**src/rtl/frame_unpack_if.sv**
```systemverilog
// frame_unpack_if: frame input, payload byte stream and status pulses of frame_unpack.
// master = the side feeding frames and consuming bytes; slave = frame_unpack.
interface frame_unpack_if #(
  parameter int NDATA = 128
);
  logic [NDATA-1:0] din;
  logic             dvalid;
  logic             dready;
  logic [7:0]       dout;
  logic             ovalid;
  logic             oready;
  logic             fdone;
  logic             fok;
  logic             err;
  logic             drop;

  modport master (
    output din, dvalid, oready,
    input  dready, dout, ovalid, fdone, fok, err, drop
  );

  modport slave (
    input  din, dvalid, oready,
    output dready, dout, ovalid, fdone, fok, err, drop
  );
endinterface

```
**src/rtl/frame_unpack.sv**
```systemverilog
// frame_unpack: latches one parallel frame, checks sync header and length,
// streams payload bytes over valid/ready, then pulses fdone/fok or err.
// Optional CRC-8 check (poly 0x07, init 0, MSB-first) over header, L and
// payload is built only when FRAME_UNPACK_CRC_EN is defined; otherwise fok=1.
module frame_unpack #(
  parameter int         NDATA  = 128,
  parameter logic [7:0] SYNC   = 8'hA5,
  parameter int         MAXLEN = NDATA/8 - 3
) (
  input  logic          clk,
  input  logic          rst,
  input  logic          ena,
  frame_unpack_if.slave bus
);

  localparam int             NBYTE = NDATA / 8;
  localparam int             IW    = $clog2(NBYTE);
  localparam logic [IW-1:0]  TOPB  = IW'(NBYTE - 1);
  localparam logic [7:0]     MAXL8 = 8'(MAXLEN);

  typedef enum logic [2:0] {
    S_IDLE,
    S_CHECK,
    S_EMIT,
    S_FIN,
    S_ERR
  } state_t;

  state_t                  state_q;
  logic [NBYTE-1:0][7:0]   frame_q;   // byte i of the frame sits at frame_q[NBYTE-1-i]
  logic [IW-1:0]           idx_q;     // index of the byte currently on dout
  logic [IW-1:0]           last_q;    // index of the final payload byte (L+1)
  logic [7:0]              dout_q;
  logic                    ovalid_q;
  logic                    fdone_q;
  logic                    fok_q;
  logic                    err_q;
  logic                    drop_q;

  logic [7:0]              hdr;
  logic [7:0]              len;
  logic                    len_bad;
  logic [IW-1:0]           idx_nx;
  logic [7:0]              byte_nx;
  logic                    crc_chk_ok;  // L==0 frame: CRC over header+L matches byte 2
  logic                    crc_end_ok;  // last payload byte taken: CRC matches byte L+2

  assign hdr     = frame_q[NBYTE-1];
  assign len     = frame_q[NBYTE-2];
  assign len_bad = (len > MAXL8);
  assign idx_nx  = idx_q + IW'(1);
  assign byte_nx = frame_q[TOPB - idx_nx];

`ifdef FRAME_UNPACK_CRC_EN
  logic [7:0] crc_q;
  logic [7:0] crc_hdr_d;
  logic [7:0] crc_take_d;

  function automatic logic [7:0] crc8_byte(input logic [7:0] c, input logic [7:0] b);
    logic [7:0] r;
    r = c ^ b;
    for (int k = 0; k < 8; k++) r = r[7] ? ((r << 1) ^ 8'h07) : (r << 1);
    return r;
  endfunction

  assign crc_hdr_d  = crc8_byte(crc8_byte(8'h00, hdr), len);
  assign crc_take_d = crc8_byte(crc_q, dout_q);
  assign crc_chk_ok = (crc_hdr_d == frame_q[NBYTE-3]);
  assign crc_end_ok = (crc_take_d == frame_q[TOPB - last_q - IW'(1)]);

  // CRC register: header and L during CHECK, then each payload byte as it is taken
  always_ff @(posedge clk or negedge rst) begin
    if (!rst) begin
      crc_q <= '0;
    end else if (ena) begin
      if (state_q == S_CHECK)                               crc_q <= crc_hdr_d;
      else if (state_q == S_EMIT && ovalid_q && bus.oready) crc_q <= crc_take_d;
    end
  end
`else
  assign crc_chk_ok = 1'b1;
  assign crc_end_ok = 1'b1;
`endif

  // Frame FSM with registered stream and status outputs; ena=0 freezes everything
  always_ff @(posedge clk or negedge rst) begin
    if (!rst) begin
      state_q  <= S_IDLE;
      frame_q  <= '0;
      idx_q    <= '0;
      last_q   <= '0;
      dout_q   <= '0;
      ovalid_q <= 1'b0;
      fdone_q  <= 1'b0;
      fok_q    <= 1'b0;
      err_q    <= 1'b0;
      drop_q   <= 1'b0;
    end else if (ena) begin
      drop_q  <= bus.dvalid && (state_q != S_IDLE);
      fdone_q <= 1'b0;
      err_q   <= 1'b0;
      case (state_q)
        S_IDLE: begin
          if (bus.dvalid) begin
            frame_q <= bus.din;
            state_q <= S_CHECK;
          end
        end
        S_CHECK: begin
          if (hdr != SYNC || len_bad) begin
            err_q   <= 1'b1;
            state_q <= S_ERR;
          end else if (len == 8'h00) begin
            fdone_q <= 1'b1;
            fok_q   <= crc_chk_ok;
            state_q <= S_FIN;
          end else begin
            idx_q    <= IW'(2);
            last_q   <= IW'(len) + IW'(1);
            dout_q   <= frame_q[TOPB - IW'(2)];
            ovalid_q <= 1'b1;
            state_q  <= S_EMIT;
          end
        end
        S_EMIT: begin
          // ovalid_q is high for the whole of EMIT, so oready alone completes a transfer
          if (bus.oready) begin
            if (idx_q == last_q) begin
              ovalid_q <= 1'b0;
              fdone_q  <= 1'b1;
              fok_q    <= crc_end_ok;
              state_q  <= S_FIN;
            end else begin
              idx_q  <= idx_nx;
              dout_q <= byte_nx;
            end
          end
        end
        S_FIN, S_ERR: state_q <= S_IDLE;
        default:      state_q <= S_IDLE;
      endcase
    end
  end

  assign bus.dready = (state_q == S_IDLE) && ena;
  assign bus.dout   = dout_q;
  assign bus.ovalid = ovalid_q;
  assign bus.fdone  = fdone_q;
  assign bus.fok    = fok_q;
  assign bus.err    = err_q;
  assign bus.drop   = drop_q;

endmodule

```
**src/flat_wrapper.sv**
```systemverilog
// flat-port wrapper written by rule: the top's interface ports become plain ports
module frame_unpack_flat 
#(
  parameter int         NDATA  = 128,
  parameter logic [7:0] SYNC   = 8'hA5,
  parameter int         MAXLEN = NDATA/8 - 3
)
  (clk, rst, ena, bus_din, bus_dvalid, bus_oready, bus_dready, bus_dout, bus_ovalid, bus_fdone, bus_fok, bus_err, bus_drop);
  frame_unpack_if #(.NDATA(NDATA)) bus_i ();
  input  logic clk;
  input  logic rst;
  input  logic ena;
  input wire logic [$bits(bus_i.din)-1:0] bus_din;
  input wire logic [$bits(bus_i.dvalid)-1:0] bus_dvalid;
  input wire logic [$bits(bus_i.oready)-1:0] bus_oready;
  output wire logic [$bits(bus_i.dready)-1:0] bus_dready;
  output wire logic [$bits(bus_i.dout)-1:0] bus_dout;
  output wire logic [$bits(bus_i.ovalid)-1:0] bus_ovalid;
  output wire logic [$bits(bus_i.fdone)-1:0] bus_fdone;
  output wire logic [$bits(bus_i.fok)-1:0] bus_fok;
  output wire logic [$bits(bus_i.err)-1:0] bus_err;
  output wire logic [$bits(bus_i.drop)-1:0] bus_drop;
  assign bus_i.din = bus_din;
  assign bus_i.dvalid = bus_dvalid;
  assign bus_i.oready = bus_oready;
  assign bus_dready = bus_i.dready;
  assign bus_dout = bus_i.dout;
  assign bus_ovalid = bus_i.ovalid;
  assign bus_fdone = bus_i.fdone;
  assign bus_fok = bus_i.fok;
  assign bus_err = bus_i.err;
  assign bus_drop = bus_i.drop;
  frame_unpack #(.NDATA(NDATA), .SYNC(SYNC), .MAXLEN(MAXLEN)) u_core (.clk(clk), .rst(rst), .ena(ena), .bus(bus_i));
endmodule
```
**config.mk**
```make
export PLATFORM = sky130hd
export DESIGN_NAME = frame_unpack_flat
export DESIGN_NICKNAME = d
export VERILOG_FILES = /design/src/rtl/frame_unpack_if.sv /design/src/rtl/frame_unpack.sv /design/src/flat_wrapper.sv
export SDC_FILE = /design/constraint.sdc
export NUM_CORES = 1
export LEC_CHECK = 0
export CAP_MARGIN = 30
export CORE_MARGIN = 2
export CORE_UTILIZATION = 56
export DETAILED_ROUTE_END_ITERATION = 8
export MAX_ROUTING_LAYER = met4
export PLACE_DENSITY = 0.86
export REMOVE_ABC_BUFFERS = 1
export SYNTH_ARGS = -nofsm -noshare
export SYNTH_HDL_FRONTEND = slang
export SYNTH_SLANG_ARGS = --single-unit
```
**constraint.sdc**
```tcl
create_clock -name clk -period 4.6 [get_ports clk]
set_clock_uncertainty 0.1 [all_clocks]
set_input_delay 0.92 -clock clk [delete_from_list [all_inputs] [get_ports clk]]
set_output_delay 0.92 -clock clk [all_outputs]
set_load 0.01 [all_outputs]
```
## Word-level counts from Yosys, hierarchy flattened

Index checks and enable logic that the tools add are counted.

- Input bits: 133
- Output and inout bits: 14
- Flip-flop bits (word level): 152

- Add/sub/neg operators: 3
- Muxes and demuxes: 35
- Equality and inequality tests: 11
- Magnitude comparators: 2
- Bitwise operators: 2
- Reductions and logical operators: 13

Operators by type and width:

| kind | number |
|---|---|
| $mux 8 | 5 |
| $bmux 8 s4 | 1 |
| $reduce_and 6->1 | 3 |
| $mux 4 | 4 |
| $pmux 8 s2 | 1 |
| $mux 1 | 15 |
| $mux 3 | 4 |
| $ne 2x2->1 const B | 5 |
| $pmux 3 s3 | 1 |
| $add 4x1->4 const B | 2 |
| $gt 8x4->1 const B | 1 |
| $logic_not 8->1 | 1 |
| $ne 8x8->1 const B | 1 |
| $pmux 4 s2 | 1 |
| $reduce_and 4->1 | 2 |
| $pmux 1 s2 | 3 |
| $lt 4x5->1 const B | 1 |
| $eq 4x4->1 | 1 |
| $ne 2x1->1 const B | 2 |
| $sub 4x4->4 const A | 1 |
| $eq 3x1->1 const B | 1 |
| $eq 3x2->1 const B | 1 |
| $logic_not 3->1 | 1 |
| $reduce_and 3->1 | 1 |
| other kinds (5) | 7 |

## Longest topological paths before layout

Gate-level depths: netlist (run 1).

- Depth after elaboration: 7
- Mapped depth: 8
- Depth with buffers taken out: 7

## Worst setup path before layout (run 1)

No wires, ideal clock.

- Path type: input to register
- From: in ena
- To: reg u_core.frame_q[42] (netlist name)
- Path buffers: 3
- Slack: 2121 ps
- Data arrival time: 2255 ps
- Setup time: 125 ps
- Stages on the path: 6
- Cell sequence: buf_2 -> and2_1 -> nand2_1 -> clkbuf_1 -> buf_2 -> mux2_2

- Word-level cells in the longest chain between the ends: 1

Ends and longest elaborated chain:

| item | RTL line | source |
|---|---|---|
| start: declaration | flat_wrapper.sv:12 | `input logic ena;` |
| $reduce_and 3->1 (no line) | - |  |
| end signal: assignment | frame_unpack.sv:105 | `frame_q <= bus.din;` |
| end: declaration | frame_unpack.sv:30 | `logic [NBYTE-1:0][7:0] frame_q;` |

No other way between the ends.
A chain may end at the register's enable or synchronous reset.

## Worst setup path after layout (run 1)

- From: in ena
- To: out bus_dready

- Word-level cells in the longest chain between the ends: 1

Ends and longest elaborated chain:

| item | RTL line | source |
|---|---|---|
| $logic_and 1x1->1 | frame_unpack.sv:145 | `assign bus.dready = (state_q == S_IDLE) && ena;` |
| end: declaration | flat_wrapper.sv:16 | `output wire logic [$bits(bus_i.dready)-1:0] bus_dready;` |

No other way between the ends.

==> results_dict.tcl, run 1 <==
set metrics [dict create \
    syn-cell-area_um2 7172 \
    finalNonFillerCells 795 \
    path_class "in2out" \
    drv_slew 0 \
    post_cts_resized 0 \
    combPwrFrac 0.276 \
    dieWidth_um 117.2 \
    num_rows 41 \
    vias 4626 \
    cts_tree "yes" \
    reg2reg_to "u_core.bus.dout[4]" \
    synth.area.mux_share 0.3461 \
    hp-start "u_core.bus.fok" \
    powerDensity_nw_per_um2 551.8 \
    swShare 0.2676 \
    status "completed" \
    path_max_fanout 10 \
    num_antenna_cells 0 \
    ys_ff_latch 152 \
    gp_routability_congestion 0.8368 \
    p_total_mw 5.195 \
    synthTopCellsByArea "dfrtp_1 (53%), mux2_2 (22%), mux4_2 (10%)" \
    viasPerCell 5.819 \
    wl_per_cell_um 20.99 \
    hold_path.class "reg2reg" \
    grt_overflow_total 0 \
    ant_nets 0 \
    htree_num_levels 4 \
    cp.required_ns 3.58 \
    synthCells 469 \
    synthArstFlopShare 1.000 \
    yosysWarningCount 0 \
    drive_gt1_frac 0.3612 \
    numCtsBuffers 17 \
    io_pins 147 \
    critical_path.endpoint_type "output pin" \
    final.min_clock_period_ns 3.409 \
    crit_arrival_ns 2.39 \
    internal_power_mw 3.805 \
    grt_first_pass_wirelength_um 26410 \
    die_area_um2 13730 \
    synth_xor_area_frac 0.01082 \
    synth_area_per_cell_um2 15.29 \
    first_pass_iters 4 \
    synthAdderAreaFrac 0.008723 \
    start_kind "input port" \
    tns_ns 0 \
    fin_nets 750 \
    cts.sinks 152 \
    switchingPower_mw 1.390 \
    synth.most_common_cell "dfrtp_1" \
    synth_edf_count 0 \
    post-synth-top-area-fraction 0.5304 \
    synth_top_family_by_area "multiplexers" \
    post-cts-setup-buffers 0 \
    hold_buffers 0 \
    leakagePower_nw 4.006 \
    antenna_found_initial 0 \
    fill_cells 793 \
    synth_cell_type_count 46 \
    timing.rr.start "u_core.idx_q[0]" \
    ir_drop_uv 366.4 \
    hold_violations 0 \
    clk_latency_ns 0.42 \
    dieHeight_um 117.2 \
    track_usage 0.2686 \
    fin_crit_sh 0.7411 \
    tightest_slew_ns 0.8993 \
    drc 0 \
    holdPathEnd "u_core.bus.fok" \
    synthFlopType "dfrtp_1" \
    ctsLongestPathBuffers 2 \
    routed_wl_um 16680 \
    synth_compound_area_frac 0.04606 \
    cts.root.buffer_cell "clkbuf_16" \
    layout_setup_ws_ns 1.191 \
    ff2ff_setup_slack_ns 1.47 \
    max_freq_mhz 293.4 \
    utilization 0.7490 \
    synth_top_area_cell "dfrtp_1" \
    portBuffers 146 \
    critPathLaunch "ena" \
    hpwl_um 11180 \
    cap_violations 0 \
    pwr-share-clk 0.281 \
    synth_top_cells_by_count "dfrtp_1 (152), mux2_2 (140), mux4_2 (32)" \
    placed_cell_area_um2 8802 \
    dpl.cell_count 765 \
    core_um2 12570 \
    grt_max_degree 89 \
    syn_to_final_growth_pct 31.26 \
    yosys.area_share.simple 0.03262 \
    grt_pass1_vias 5081 \
    reg2reg_depth 6 \
    clkTransAtPathRegs_ns 0.05 \
    finalSetupViolations 0 \
    holdWs_ns 0.3740 \
    whs_path_depth 1 \
    rsz0062_at_grt "no" \
    initial_core_util 0.5706 \
    postLayoutCellArea_um2 9414 \
    yosysSeqAreaShare 0.5304 \
    p_seq_frac 0.443 \
    place_worst_setup_slack_ns 1.201 \
    worst_slew_margin_rel 0.3949 \
    dr.first_iter.drc_count 309 \
]
-- per-layer routing --
metal,global-route usage,routed length [um]
met5,-,0
met4,0.09020,413
met3,0.07209,1062
met2,0.4429,8614
met1,0.3228,6593
-- state kept, by name, summed over array words and instances, names as in the netlist --
signal	count
u_core.state_q	3
u_core.last_q	4
u_core.idx_q	4
u_core.len	8
u_core.bus.ovalid	1
u_core.bus.drop	1
u_core.bus.err	1
u_core.bus.fok	1
u_core.bus.dout	8
u_core.bus.fdone	1
u_core.frame_q	112
u_core.hdr	8
-- kinds of logic after synthesis --
| logic type | Yosys count |
|---|---|
| fa+ha+maj | 5 |
| xor+xnor | 8 |
| compound gates | 42 |
| mux | 190 |
| buf+inv | 35 |
| flops | 152 |
| simple gates | 37 |
-- how the worst max path moves through the flow --
| stage | cells past startpoint | slack, ns | endpoint |
|---|---|---|---|
| final | 3 | 1.19 | bus_dready |
| after global placement | 3 | 1.23 | bus_dready |
| after floorplan | 3 | 0.11 | u_core.frame_q[0] |
| after detailed placement | 3 | 1.20 | bus_dready |
| after CTS | 3 | 1.19 | bus_dready |
| after global routing | 3 | 1.10 | bus_dready |
-- worst max-delay path: stages --
cell and delay (ns):
clkdlybuf4s50_1 0.65, and2_1 0.26, clkdlybuf4s50_1 0.56
-- placed cells by master, fill, tap and decap left out, types with 3 or more instances in the layout --
| cell | Yosys | layout |
|---|---|---|
| mux2i_1 | 17 | 17 |
| ha_1 | 5 | 4 |
| mux2_2 | 140 | 140 |
| dfrtp_1 | 152 | 151 |
| clkbuf_1 | 8 | 4 |
| nand4_1 | 10 | 10 |
| buf_4 | 3 | 8 |
| nand2_1 | 5 | 4 |
| a21oi_1 | 3 | 3 |
| nor2_1 | 3 | 3 |
| clkdlybuf4s50_1 | 0 | 145 |
| o21ai_0 | 4 | 4 |
| inv_1 | 3 | 3 |
| o211ai_2 | 8 | 8 |
| clkbuf_16 | 0 | 17 |
| mux4_2 | 32 | 32 |
| xor2_1 | 6 | 6 |
| nand3_1 | 4 | 4 |
| o21ai_1 | 11 | 11 |
| bufinv_16 | 0 | 4 |
-- power groups by stage --
stage | clock network, mW | logic (mW) | registers, mW
2_1_floorplan | 0 | 1.12 | 2.17
3_3_place_gp | 0 | 1.35 | 2.26
3_5_place_dp | 0 | 1.43 | 2.31
4_1_cts | 1.47 | 1.45 | 2.30
5_1_grt | 1.53 | 1.55 | 2.37
6_report | 1.46 | 1.43 | 2.30
-- cell type report --
type	instances	area (um^2)	area share
repair buffers	156	1563	0.1660
flip-flops and latches	152	3805	0.4042
well taps	172	215.2	0.02286
clock inverters	7	143.9	0.01528
clock buffers	23	467.9	0.04971
multi-input cells	282	3208	0.3408
inverters	3	11.26	0.001196
Power figures use the tool's default switching activity.
==> run 2: changes to the inputs <==
--- a/config.mk
+++ b/config.mk
@@ -7,10 +7,10 @@
 export LEC_CHECK = 0
 export CAP_MARGIN = 30
 export CORE_MARGIN = 2
-export CORE_UTILIZATION = 56
+export CORE_UTILIZATION = 52
 export DETAILED_ROUTE_END_ITERATION = 8
 export MAX_ROUTING_LAYER = met4
-export PLACE_DENSITY = 0.86
+export PLACE_DENSITY = 0.81
 export REMOVE_ABC_BUFFERS = 1
 export SYNTH_ARGS = -nofsm -noshare
 export SYNTH_HDL_FRONTEND = slang
==> constraint.sdc (replaced) <==
create_clock -name clk -period 3.38 [get_ports clk]
set_clock_uncertainty 0.1 [all_clocks]
set_input_delay 0.676 -clock clk [delete_from_list [all_inputs] [get_ports clk]]
set_output_delay 0.676 -clock clk [all_outputs]
set_load 0.01 [all_outputs]
==> run 2 against run 1 <==
Routed wire length shrank 2.9%. Register-to-register slack got worse by 0.77 ns. Critical path type unchanged. Largest power group unchanged. Total power increased by 30%. Cell count increased by 1.4%. Largest cell class unchanged. Critical path depth unchanged. Hold slack lost 0.18 ns.
==> results_dict.tcl, run 2 (synthesis results as in run 1) <==
set metrics [dict create \
    ir_drop_uv 443.9 \
    powerDensity_nw_per_um2 719.0 \
    reg2reg_to "u_core.bus.dout[2]" \
    reg2reg_depth 6 \
    crit_chain "clkdlybuf4s50_1 > and2_1 > clkdlybuf4s50_1" \
    portBuffers 146 \
    drc 0 \
    path_class "in2out" \
    fin_crit_sh 0.8660 \
    tns_ns 0 \
    cts.root.buffer_cell "clkbuf_16" \
    critPathCapture "bus_dready" \
    core_um2 13350 \
    final_cell_mix "dfrtp_1 (151), clkdlybuf4s50_1 (145), mux2_2 (140)" \
    worst_slew_margin_rel 0.5104 \
    first_pass_iters 4 \
    layout_commonest_cell "dfrtp_1" \
    post-cts-setup-buffers 0 \
    grt_max_degree 77 \
    max_freq_mhz 341.6 \
    hold_path.class "in2async" \
    viasPerCell 5.747 \
    dr.first_iter.drc_count 289 \
    num_antenna_cells 0 \
    worstSetupPathDepth 3 \
    vias 4632 \
    fin_nets 755 \
    gp_routability_congestion 0.8294 \
    layout_setup_ws_ns 0.4529 \
    grt_pass1_vias 5064 \
    initial_core_util 0.5373 \
    largest_reg_flops 112 \
    utilization 0.7041 \
    grt_first_pass_wirelength_um 26280 \
    drive_gt1_frac 0.3698 \
    cts_tree "yes" \
    dieHeight_um 121.4 \
    wl_per_cell_um 20.11 \
    path_max_fanout 10 \
    crit_path_max_incr_delay_ns 0.67 \
    crit_family "buffers and inverters" \
    cp_slowest_cell "clkdlybuf4s50_1" \
    ff2ff_setup_slack_ns 0.70 \
    ant_nets 0 \
    p_total_mw 6.757 \
    num_rows 42 \
    critPathLaunch "ena" \
    leakagePower_nw 4.012 \
    dieWidth_um 121.4 \
    numCtsBuffers 17 \
    place_worst_setup_slack_ns 0.4592 \
    grt_overflow_total 0 \
    track_usage 0.2435 \
    finalSetupViolations 0 \
    antenna_found_initial 0 \
    rsz0062_at_grt "no" \
    cts.sinks 152 \
    routed_wl_um 16210 \
    syn_to_final_growth_pct 31.04 \
    tightest_slew_ns 0.7319 \
    ctsLongestPathBuffers 2 \
    cp.required_ns 2.60 \
    crit_top_cell "clkdlybuf4s50_1" \
    cap_violations 0 \
    io_pins 147 \
    clk_latency_ns 0.42 \
    status "completed" \
    final.min_clock_period_ns 2.927 \
    critical_path.endpoint_type "output pin" \
    drv_slew 0 \
    regMostFlops "u_core.frame_q" \
    timing.rr.start "u_core.idx_q[0]" \
    start_kind "input port" \
    clkTransAtPathRegs_ns 0.06 \
    post_cts_resized 0 \
    htree_num_levels 4 \
    crit_arrival_ns 2.15 \
    critPathBufInv 2 \
    hold_buffers 0 \
    hpwl_um 11400 \
    hold_violations 0 \
    die_area_um2 14750 \
]
[run 2: how the worst min path moves through the flow]
stage,to,cells past startpoint,startpoint
after floorplan,u_core.bus.dout[0],0,rst
after global placement,u_core.bus.fok,1,u_core.bus.fok
after detailed placement,u_core.bus.fok,1,u_core.bus.fok
after CTS,u_core.frame_q[72],1,rst
after global routing,u_core.frame_q[34],1,rst
final,u_core.frame_q[34],1,rst
[run 2: routing by layer]
| layer | track usage | part of all wire | vias up |
|---|---|---|---|
| met3 | 0.04887 | 0.042 | 21 |
| li1 | - | - | 2072 |
| met5 | - | 0 | - |
| met1 | 0.3009 | 0.41 | 2410 |
| met2 | 0.3999 | 0.53 | 129 |
| met4 | 0.09267 | 0.017 | 0 |
[run 2: metrics by stage]
step                      instance area (um^2)  std cells  hold slack [ns]
after detailed placement                  8870        774           0.3512
after global routing                      9398        806           0.2267
final                                     9398        806           0.1909
after CTS                                 9398        806           0.2079
after floorplan                           7002        437           0.2804
after global placement                    8862        773           0.3509
[run 2: layout make-up]
class                   instances  area [um^2]
repair buffers                161         1625
multi-input cells             282         3208
fillers                       949         3950
flip-flops and latches        152         3805
well taps                     176        220.2
clock inverters                 9        50.05
clock buffers                  23        478.0
inverters                       3        11.26
[run 2: report_power, final]
part	total, mW	switching (mW)	internal, mW
clock	1.70	0.713	0.987
sequential	3.13	0.496	2.63
combinational	1.93	0.646	1.29
total	6.76	1.85	4.90
